File: config.mk
export PLATFORM = sky130hd
export DESIGN_NAME = irq_ctrl
export DESIGN_NICKNAME = d
export VERILOG_FILES = /design/src/rtl/irq_ctrl.sv
export SDC_FILE = /design/constraint.sdc
export NUM_CORES = 1
export LEC_CHECK = 0
export BUFFER_PORTS_ARGS = -buffer_cell sky130_fd_sc_hd__buf_2
export CAP_MARGIN = 30
export CORE_MARGIN = 5
export CORE_UTILIZATION = 33
export CTS_BUF_LIST = sky130_fd_sc_hd__clkbuf_8
export DETAILED_ROUTE_END_ITERATION = 12
export GPL_TIMING_DRIVEN = 1
export PLACE_DENSITY = 0.68
export SLEW_MARGIN = 20
export SYNTH_ARGS = -nofsm -noshare
export SYNTH_HDL_FRONTEND = slang
export SYNTH_SLANG_ARGS = --single-unit
File: constraint.sdc
create_clock -name clk -period 1.85 [get_ports clk]
set_clock_uncertainty 0.05 [all_clocks]
set_input_delay 0.0925 -clock clk [delete_from_list [all_inputs] [get_ports clk]]
set_output_delay 0.0925 -clock clk [all_outputs]
set_load 0.03 [all_outputs]
File: src/rtl/irq_ctrl.sv
// irq_ctrl: interrupt entry/exit controller ahead of the banked register file.
// Latches interrupt request edges as pending bits. At an instruction boundary
// with interrupts enabled, it saves the user PC to sR1 and switches to the
// system bank. A qualified reti switches back to the user bank.
//
// Build option: define IRQ_SYNC_EN to put a two-flop synchronizer on each irq
// line, for sources outside the clk domain.
//
// State table:
//   IDLE  | user bank; waiting for pending && IE && instr_done
//   SAVE  | sr1_wr holds the saved PC, stall asserted
//   ENTER | last stall cycle; next edge switches bank and acknowledges
//   SYS   | system bank; no nesting, waiting for reti && instr_done
module irq_ctrl #(
  parameter int NIRQ   = 4,
  parameter int IE_BIT = 0
) (
  input  logic            clk,
  input  logic            reset,
  input  logic [NIRQ-1:0] irq,
  input  logic [15:0]     cr_rd,
  input  logic [15:0]     pc,
  input  logic            instr_done,
  input  logic            reti,
  output logic            bank,
  output logic [15:0]     sr1_wr,
  output logic            stall,
  output logic [NIRQ-1:0] irq_ack,
  output logic [2:0]      irq_cause
);

  typedef enum logic [1:0] {IDLE, SAVE, ENTER, SYS} stateType;

  stateType        state, stateNxt;
  logic [NIRQ-1:0] irqIn, irqPrev, rise, pending, clrMask, causeOneHot;
  logic [2:0]      winner;
  logic            entryReq;
  logic            bankNxt, stallNxt;
  logic [15:0]     sr1Nxt;
  logic [NIRQ-1:0] ackNxt;
  logic [2:0]      causeNxt;
  logic            unusedCr;

  // Only the IE bit of the control register matters here.
  assign unusedCr = ^cr_rd;

`ifdef IRQ_SYNC_EN
  logic [NIRQ-1:0] syncA, syncB;

  // Two-flop synchronizer per request line.
  always_ff @(posedge clk or negedge reset) begin
    if (!reset) begin
      syncA <= '0;
      syncB <= '0;
    end else begin
      syncA <= irq;
      syncB <= syncA;
    end
  end

  assign irqIn = syncB;
`else
  assign irqIn = irq;
`endif

  assign rise = irqIn & ~irqPrev;

  // Lowest pending index wins; also decode the current cause as one-hot.
  always_comb begin
    winner      = '0;
    causeOneHot = '0;
    for (int i = NIRQ - 1; i >= 0; i--) begin
      if (pending[i]) winner = 3'(i);
    end
    for (int i = 0; i < NIRQ; i++) begin
      causeOneHot[i] = (irq_cause == 3'(i));
    end
  end

  assign clrMask  = (state == ENTER) ? causeOneHot : '0;
  assign entryReq = (|pending) && cr_rd[IE_BIT] && instr_done;

  // Edge detector and sticky pending bits; a new edge beats its own clear.
  always_ff @(posedge clk or negedge reset) begin
    if (!reset) begin
      irqPrev <= '0;
      pending <= '0;
    end else begin
      irqPrev <= irqIn;
      pending <= (pending & ~clrMask) | rise;
    end
  end

  // State register.
  always_ff @(posedge clk or negedge reset) begin
    if (!reset) state <= IDLE;
    else        state <= stateNxt;
  end

  // Next-state logic.
  always_comb begin
    stateNxt = state;
    case (state)
      IDLE:    if (entryReq) stateNxt = SAVE;
      SAVE:    stateNxt = ENTER;
      ENTER:   stateNxt = SYS;
      SYS:     if (reti && instr_done) stateNxt = IDLE;
      default: stateNxt = IDLE;
    endcase
  end

  // Next values of the registered outputs.
  always_comb begin
    bankNxt  = bank;
    sr1Nxt   = sr1_wr;
    stallNxt = stall;
    ackNxt   = '0;
    causeNxt = irq_cause;
    case (state)
      IDLE: begin
        if (entryReq) begin
          sr1Nxt   = pc;
          causeNxt = winner;
          stallNxt = 1'b1;
        end
      end
      ENTER: begin
        sr1Nxt   = '0;
        bankNxt  = 1'b1;
        ackNxt   = causeOneHot;
        stallNxt = 1'b0;
      end
      SYS: begin
        if (reti && instr_done) bankNxt = 1'b0;
      end
      default: ;
    endcase
  end

  // Output registers.
  always_ff @(posedge clk or negedge reset) begin
    if (!reset) begin
      bank      <= 1'b0;
      sr1_wr    <= '0;
      stall     <= 1'b0;
      irq_ack   <= '0;
      irq_cause <= '0;
    end else begin
      bank      <= bankNxt;
      sr1_wr    <= sr1Nxt;
      stall     <= stallNxt;
      irq_ack   <= ackNxt;
      irq_cause <= causeNxt;
    end
  end

endmodule
==> flow_summary.yaml, run 1 <==
outcome:
  status: "finished, final reports clean"
worst_setup_path:
  reg2reg_slack_ps: 160
  crit_path_start_kind: "register"
  crit_chain: "inv_1 > ha_1 > a21boi_0 > a221oi_1 > mux2_2"
  cp-startpoint: "state[0]$_DFFE_PN0P_"
  reg2regPathDepth: 5
  end_kind: "register"
  r2r_end: "state[1]$_DFFE_PN0P_"
  crit_type: "reg2reg"
  timing.critical_path.buf_inv: 1
  rr_startpoint: "state[0]$_DFFE_PN0P_"
  cp_max_fo: 4
  critPathSlowestCell: "mux2_2"
  cp_top_family: "compound AO/OA/AOI/OAI gates"
  critPathMaxStageDelay_ps: 380
  cp-endpoint: "state[1]$_DFFE_PN0P_"
  arrival_ps: 1810
  path_depth: 5
  required_ps: 1970
clocking:
  clk_pin_slew_worst_paths_ps: 70
  cts_tree: "done"
  cts_made_buffers: 5
  cts_root_buf: "clkbuf_8"
  cts_buffer_depth: 2
  post-cts-setup-buffer-count: 0
  clock-sinks: 34
  htreeDepth: 2
  insertion_delay_ps: 280
cells_and_area:
  drive_gt1_share_pct: 36.7
  diodes: 0
  syn2layout_area_growth_pct: 32.4
  layout_common_cells: "48 x buf_2, 34 x dfrtp_1, 17 x o2bb2ai_1"
  n_fill_cell: 422
  fin_nets: 231
  final_common_cell: "buf_2"
timing:
  max_slew_margin_pct: 50.7
  hold_violations: 0
  fmax_ghz: 0.591
  rsz0062_at_grt: "false"
  tightest_slew_ps: 740
  setup_violations: 0
  finalCritPeriodShare_pct: 91.4
  maxSlewViolCount: 0
  post-route-worst-setup-slack_ps: 158
  fin_setup_tns_ps: 0
  min_period_ps: 1690
detailed_routing:
  route.vias.total: 1223
  viasPerCell: 5.10
  drt_wl_total_um: 3520
  drt_pass1_iterations: 4
  drt_first_iter_violations: 52
  drc: 0
  routedWlPerCell_um: 14.7
  ant_nets: 0
global_routing:
  grt_pass1_wl_um: 5740
  grt_start_max_net_pins: 35
  grt_overflow: 0
  grt_pass1_vias: 1147
  antenna_found_initial: 0
  track_usage_pct: 11.9
pwr:
  p_int_mw: 1.96
  power.total_mw: 3.53
  peakVddDrop_mv: 0.448
  power.density_nw_per_um2: 1760
  power_switching_share_pct: 44.6
  leakagePower_nw: 0.984
  power.share.clock_pct: 16.0
  p_switching_mw: 1.57
  p_comb_share_pct: 47.7
  seq_power_share_pct: 36.2
die:
  die_width_um: 77.7
  core_area_um2: 4410
  dieArea_um2: 6040
  initial_core_util_pct: 34.3
  die_height_um: 77.7
  rows: 24
  num_io_pins: 65
synth:
  synthesis.nets: 170
  yosysSeqAreaShare_pct: 56.2
  syn_inst: 126
  dominantRegCellSynth: "dfrtp_1"
  synthArstFlopShare_pct: 100
  ys_types: 32
  synth_area_per_cell_um2: 12.0
  syn_area_um2: 1510
  synth_edf_count: 0
  synth_warnings: 0
  synth.ff_latch_count: 34
placement:
  post-place-ws_ps: 165
  place.gp.congestion: 0.750
  io_buffers: 48
  dp_hpwl_um: 2520
worst_hold_path:
  holdCritPathClass: "in2reg"
  hp-start: "pc[11]"
flow_run:
  maxCapViolCount: 0
-- worst min path at each step --
| stage | end | slack [ps] | depth (start not counted) |
|---|---|---|---|
| final | sr1_wr[11]$_DFFE_PN0P_ | 70 | 3 |
| after global routing | sr1_wr[11]$_DFFE_PN0P_ | 70 | 3 |
| after CTS | bank$_DFFE_PN0P_ | 50 | 2 |
| after detailed placement | irq_ack[2]$_DFF_PN0_ | 170 | 1 |
| after global placement | sr1_wr[7]$_DFFE_PN0P_ | 160 | 1 |
| after floorplan | bank$_DFFE_PN0P_ | -250 | 0 |
-- registers in the layout, indices dropped and copies added, names as in the netlist --
name	count
sr1_wr	16
irq_cause	2
pending	4
stall	1
state	2
irq_ack	4
irqPrev	4
bank	1
-- Yosys cell counts, types with 3 or more instances --
library cell  number  area share, %
a21oi_1            3           0.99
o22ai_1            3            1.2
clkbuf_1           6            1.5
ha_1               4            3.3
dfrtp_1           34             56
nor2_1             3           0.74
o21ai_0            3           0.99
a32oi_1           14            8.1
o2bb2ai_1         17            9.8
nand2_1            4           0.99
inv_1             10            2.5
-- area by class of cell --
class | instances | area (µm²) | area share [%]
Multi-Input combinational cell | 71 | 564 | 28.2
Tap cell | 52 | 65.1 | 3.25
Sequential cell | 34 | 851 | 42.4
Clock inverter | 2 | 12.5 | 0.624
Clock buffer | 6 | 82.6 | 4.12
Timing Repair Buffer | 64 | 388 | 19.4
Inverter | 11 | 41.3 | 2.06
-- layer usage --
layer  global-route usage, %  wire length, µm  up-vias
li1                        -                -      607
met1                    15.6             1580      570
met2                    16.9             1560       40
met3                    4.75              300        6
met4                    6.19               78        0
met5                       0                0        -
-- power by group through the flow --
stage                     Sequential [mW]  Clock, mW  Combinational (mW)
after global placement               1.28          0                1.68
after floorplan                      1.72          0               0.658
after global routing                 1.33      0.620                1.82
final                                1.28      0.565                1.68
after CTS                            1.28      0.591                1.71
after detailed placement             1.29          0                1.70
-- through the flow --
stage	instance area, µm²	util [%]	hold WS (ps)	cells
2_1_floorplan	1510	-	-253	126
3_3_place_gp	1850	41.9	157	226
3_5_place_dp	1850	41.9	165	226
4_1_cts	2000	45.4	53.4	240
5_1_grt	2000	45.4	66.7	240
6_report	2000	45.4	66.4	240
-- tightest hold or removal path, cell delays in order --
cell,delay (ps)
buf_2,70
a32oi_1,70
o2bb2ai_1,130
-- what timing repair did --
action | CTS | global route
hold buffers | 6 | 0
setup endpoints to repair | 0 | 0
hold endpoints to repair | 40 | 0
resized for setup | 0 | 0
-- cells by family after synthesis --
group | count (synthesis) | share of synthesized area, %
other cells | 1 | 0.248
mux | 3 | 2.15
fa+ha+maj | 4 | 3.31
flops | 34 | 56.2
simple gates | 15 | 5.37
buf+inv | 21 | 6.53
compound gates | 48 | 26.2
Power figures use the tool's default switching activity.
==> run 2: changes to the inputs <==
Settings changed: REMOVE_ABC_BUFFERS set to 1.
==> run 2 against run 1 <==
  * Setup slack worse by 28 ps
  * Clock-buffer cell count unchanged
  * First-iteration DRC count decreased by 7.7%
  * Sequential share of layout area up 0.24 points
  * Final cell count decreased by 0.42%
  * Sequential power is essentially flat
  * Utilization decreased by 0.26 points
  * Via count is 1.8% lower
  * Total power fell by 2.0%
  * Largest cell class unchanged
==> flow_summary.yaml, run 2 (synthesized netlist as in run 1, its figures left out) <==
outcome:
  status: "finished, final reports clean"
pwr:
  peakVddDrop_mv: 0.729
  p_int_mw: 1.93
  seq_power_share_pct: 36.7
  p_comb_share_pct: 47.7
  power.density_nw_per_um2: 1740
  power_switching_share_pct: 44.2
  p_switching_mw: 1.53
  leakagePower_nw: 0.985
  power.share.clock_pct: 15.6
die:
  dieArea_um2: 6040
  die_height_um: 77.7
  num_io_pins: 65
  initial_core_util_pct: 34.3
  rows: 24
  core_area_um2: 4410
  die_width_um: 77.7
detailed_routing:
  viasPerCell: 5.03
  drt_wl_total_um: 3330
  ant_nets: 0
  routedWlPerCell_um: 13.9
  drt_pass1_iterations: 4
  drc: 0
  route.vias.total: 1201
  drt_first_iter_violations: 48
timing:
  rsz0062_at_grt: "false"
  setup_violations: 0
  finalCritPeriodShare_pct: 93.0
  hold_violations: 0
  min_period_ps: 1720
  max_slew_margin_pct: 50.9
  fin_setup_tns_ps: 0
  tightest_slew_ps: 737
  fmax_ghz: 0.582
  maxSlewViolCount: 0
worst_setup_path:
  cp-startpoint: "state[1]$_DFFE_PN0P_"
  r2r_end: "state[1]$_DFFE_PN0P_"
  crit_chain: "inv_1 > ha_1 > a21boi_0 > a221oi_1 > mux2_2"
  reg2reg_slack_ps: 130
  cp-endpoint: "state[1]$_DFFE_PN0P_"
  cp_top_family: "compound AO/OA/AOI/OAI gates"
  rr_startpoint: "state[1]$_DFFE_PN0P_"
  critPathMaxStageDelay_ps: 380
  reg2regPathDepth: 5
  arrival_ps: 1830
  cp_max_fo: 7
  crit_path_start_kind: "register"
  crit_type: "reg2reg"
  path_depth: 5
  end_kind: "register"
  required_ps: 1960
  critPathSlowestCell: "dfrtp_1"
  timing.critical_path.buf_inv: 1
cells_and_area:
  layout_common_cells: "48 x buf_2, 34 x dfrtp_1, 17 x o2bb2ai_1"
  diodes: 0
  fin_area_um2: 1990
  fin_nets: 230
  syn2layout_area_growth_pct: 31.7
  regMostFlops: "sr1_wr"
  n_fill_cell: 424
  drive_gt1_share_pct: 35.8
  final_common_cell: "buf_2"
  largest_reg_flops: 16
worst_hold_path:
  holdCritPathClass: "in2reg"
clocking:
  insertion_delay_ps: 270
  cts_buffer_depth: 2
  cts_root_buf: "clkbuf_8"
  cts_made_buffers: 5
  htreeDepth: 2
  post-cts-setup-buffer-count: 0
  cts_tree: "done"
  clock-sinks: 34
  cts_resized: 0
  clk_pin_slew_worst_paths_ps: 70
global_routing:
  use_met1_pct: 14.7
  grt_pass1_wl_um: 5560
  grt_util_met3_pct: 4.40
  grt_pass1_vias: 1186
  use_met2_pct: 17.7
  antenna_found_initial: 0
  grt_start_max_net_pins: 35
  grt_busiest_layer: "met2"
  track_usage_pct: 11.4
  grt_overflow: 0
placement:
  io_buffers: 48
  place.gp.congestion: 0.720
  place_area_um2: 1840
  dp_hpwl_um: 2410
flow_run:
  maxCapViolCount: 0
[run 2: cell count changes in the layout (fill, tap and decap cells not counted)]
cell        before  now
inv_1           10   11
buf_4            9    8
clkinvlp_4       1    0
[run 2: worst min path at each step]
stage               startpoint  depth (start not counted)                      to
finish                  pc[11]                          3  sr1_wr[11]$_DFFE_PN0P_
global route             pc[8]                          3   sr1_wr[8]$_DFFE_PN0P_
CTS                     pc[11]                          3  sr1_wr[11]$_DFFE_PN0P_
detailed placement       reset                          1   sr1_wr[2]$_DFFE_PN0P_
global placement         reset                          1   sr1_wr[2]$_DFFE_PN0P_
floorplan                reset                          0        bank$_DFFE_PN0P_
[run 2: cell type report]
| cell class | instances | area, µm² | area share (%) |
|---|---|---|---|
| flip-flops and latches | 34 | 851 | 42.7 |
| multi-input cells | 71 | 564 | 28.3 |
| repair buffers | 63 | 380 | 19.1 |
| clock buffers | 6 | 82.6 | 4.14 |
| well taps | 52 | 65.1 | 3.26 |
| inverters | 11 | 41.3 | 2.07 |
| clock inverters | 2 | 8.76 | 0.439 |
[run 2: what timing repair did]
item | in CTS | in global routing
endpoints found under the hold margin | 39 | 0
setup endpoints to repair | 0 | 0
hold buffers | 6 | 0
[run 2: through the flow]
step / util [%] / hold WS, ps / std cells / total power [mW] / worst slack [ps]
finish: 45.2 / 71.8 / 239 / 3.46 / 130
floorplan: - / -253 / 116 / 2.34 / 90.8
global placement: 41.7 / 152 / 225 / 2.92 / 132
global route: 45.2 / 93.5 / 239 / 3.70 / 3.93
detailed placement: 41.7 / 154 / 225 / 2.94 / 122
CTS: 45.2 / 63.7 / 239 / 3.50 / 110
[run 2: worst register-to-register path, cell delays in order, from the launching register on]
cell      delay (ps)
dfrtp_1          380
inv_1             80
ha_1             250
a21boi_0         150
a221oi_1         310
mux2_2           380
[run 2: per-layer routing]
metal / vias up / routed length, µm
li1: 601 / -
met5: - / 0
met1: 561 / 1470
met3: 2 / 280
met2: 37 / 1560
met4: 0 / 17
[run 2: power groups by stage]
stage               logic [mW]  registers, mW  clock network, mW
finish                    1.65           1.27              0.540
floorplan                0.615           1.72                  0
global placement          1.64           1.29                  0
detailed placement        1.66           1.28                  0
global route              1.80           1.32              0.584
CTS                       1.67           1.27              0.559
==> run 3: changes to the inputs <==
Settings changed: PLACE_DENSITY 0.68 to not set, PLACE_DENSITY_LB_ADDON set to 0.2.
==> run 3 against run 2 <==
  * Register-to-register slack got worse by 20 ps
  * Non-clock buffer count fell by 1
  * Critical path type unchanged
  * Clock power fell by 9.6%
  * Maximum frequency fell by 1.0%
  * Total power fell by 0.59%
==> flow_summary.yaml, run 3 (synthesized netlist as in run 1, its figures left out) <==
global_routing:
  grt_overflow: 0
  antenna_found_initial: 0
  grt_pass1_wl_um: 6000
  grt_start_max_net_pins: 35
  grt_pass1_vias: 1276
  track_usage_pct: 12.4
placement:
  place.gp.congestion: 0.755
  io_buffers: 48
  dp_hpwl_um: 2610
  place_area_um2: 1830
cells_and_area:
  utilization_pct: 44.8
  syn2layout_area_growth_pct: 30.6
  fin_area_um2: 1980
  largest_reg_flops: 16
  drive_gt1_share_pct: 35.1
  final_common_cell: "buf_2"
  fin_nets: 229
  layout_common_cells: "48 x buf_2, 34 x dfrtp_1, 17 x o2bb2ai_1"
  regMostFlops: "sr1_wr"
  diodes: 0
worst_setup_path:
  required_ps: 2000
  critPathSlowestCell: "or4_4"
  rr_startpoint: "pending[2]$_DFF_PN0_"
  crit_path_start_kind: "register"
  critPathMaxStageDelay_ps: 610
  arrival_ps: 1890
  cp_max_fo: 13
  r2r_end: "sr1_wr[15]$_DFFE_PN0P_"
  end_kind: "register"
  reg2regPathDepth: 4
  crit_chain: "or4_4 > a31oi_4 > buf_12 > o2bb2ai_1"
  crit_type: "reg2reg"
  reg2reg_slack_ps: 110
clocking:
  cts_tree: "done"
  clk_pin_slew_worst_paths_ps: 60
  clock-sinks: 34
  cts_root_buf: "clkbuf_8"
  cts_buffer_depth: 2
  cts_made_buffers: 5
  htreeDepth: 2
  insertion_delay_ps: 280
detailed_routing:
  drt_first_iter_violations: 47
  routedWlPerCell_um: 15.4
  drt_wl_total_um: 3650
  ant_nets: 0
  drc: 0
  viasPerCell: 5.21
  route.vias.total: 1234
  drt_pass1_iterations: 4
timing:
  tightest_slew_ps: 752
  max_slew_margin_pct: 49.9
  min_period_ps: 1740
  finalCritPeriodShare_pct: 93.9
  hold_violations: 0
  fin_setup_tns_ps: 0
  fmax_ghz: 0.576
  whs_ps: 69.2
  maxSlewViolCount: 0
  setup_violations: 0
die:
  dieArea_um2: 6040
  die_width_um: 77.7
  core_area_um2: 4410
  num_io_pins: 65
  initial_core_util_pct: 34.3
  die_height_um: 77.7
  rows: 24
pwr:
  leakagePower_nw: 0.976
  power.density_nw_per_um2: 1740
  peakVddDrop_mv: 0.717
outcome:
  status: "finished, final reports clean"
worst_hold_path:
  hp-start: "instr_done"
  holdCritPathClass: "in2reg"
  hold_depth: 2
  hold_end: "bank$_DFFE_PN0P_"
flow_run:
  maxCapViolCount: 0
run 3: per-stage QoR:
| stage | worst slack [ps] | power [mW] | cells |
|---|---|---|---|
| 6_report | 113 | 3.44 | 237 |
| 3_5_place_dp | 91.5 | 2.96 | 224 |
| 3_3_place_gp | 139 | 2.92 | 224 |
| 4_1_cts | 78.7 | 3.48 | 237 |
| 5_1_grt | -1.36 | 3.69 | 237 |
| 2_1_floorplan | 90.8 | 2.34 | 116 |
run 3: how the worst max path moves through the flow:
| stage | slack (ps) | depth (start not counted) | to | startpoint |
|---|---|---|---|---|
| final | 110 | 4 | sr1_wr[15]$_DFFE_PN0P_ | pending[2]$_DFF_PN0_ |
| after global placement | 140 | 4 | sr1_wr[3]$_DFFE_PN0P_ | pending[2]$_DFF_PN0_ |
| after global routing | -1 | 6 | sr1_wr[6]$_DFFE_PN0P_ | state[0]$_DFFE_PN0P_ |
| after floorplan | 90 | 5 | sr1_wr[0]$_DFFE_PN0P_ | state[0]$_DFFE_PN0P_ |
| after detailed placement | 90 | 4 | sr1_wr[15]$_DFFE_PN0P_ | pending[2]$_DFF_PN0_ |
| after CTS | 80 | 4 | sr1_wr[15]$_DFFE_PN0P_ | pending[2]$_DFF_PN0_ |
run 3: metal layers:
metal / GRT usage (%) / part of all wire [%]
met5: 0 / 0
met4: 5.15 / 1.6
met3: 5.09 / 8.5
met2: 20.6 / 48
met1: 13.9 / 42
run 3: what timing repair did:
action,in CTS,in global routing
setup endpoints to repair,0,1
resized for setup,0,1
hold endpoints to repair,39,0
buffers inserted,0,0
hold buffers,6,0
run 3: where the power goes:
part,switching [mW],total (mW),internal [mW]
clock network,0.240,0.488,0.248
logic,1.07,1.67,0.598
registers,0.240,1.28,1.04
run 3: critical path: cells and delay by family, from the launching register on:
kind,cells,cell delay [ps]
buf+inv,1,170
flops,1,400
compound gates,2,420
simple gates,1,610
run 3: layout make-up:
cell class / count / area, µm²
clock buffer: 5 / 68.8
sequential: 34 / 851
tap: 52 / 65.1
timing repair buffer: 62 / 373
fill: 438 / 2440
clock inverter: 2 / 7.51
multi-input combinational: 71 / 571
inverter: 11 / 41.3
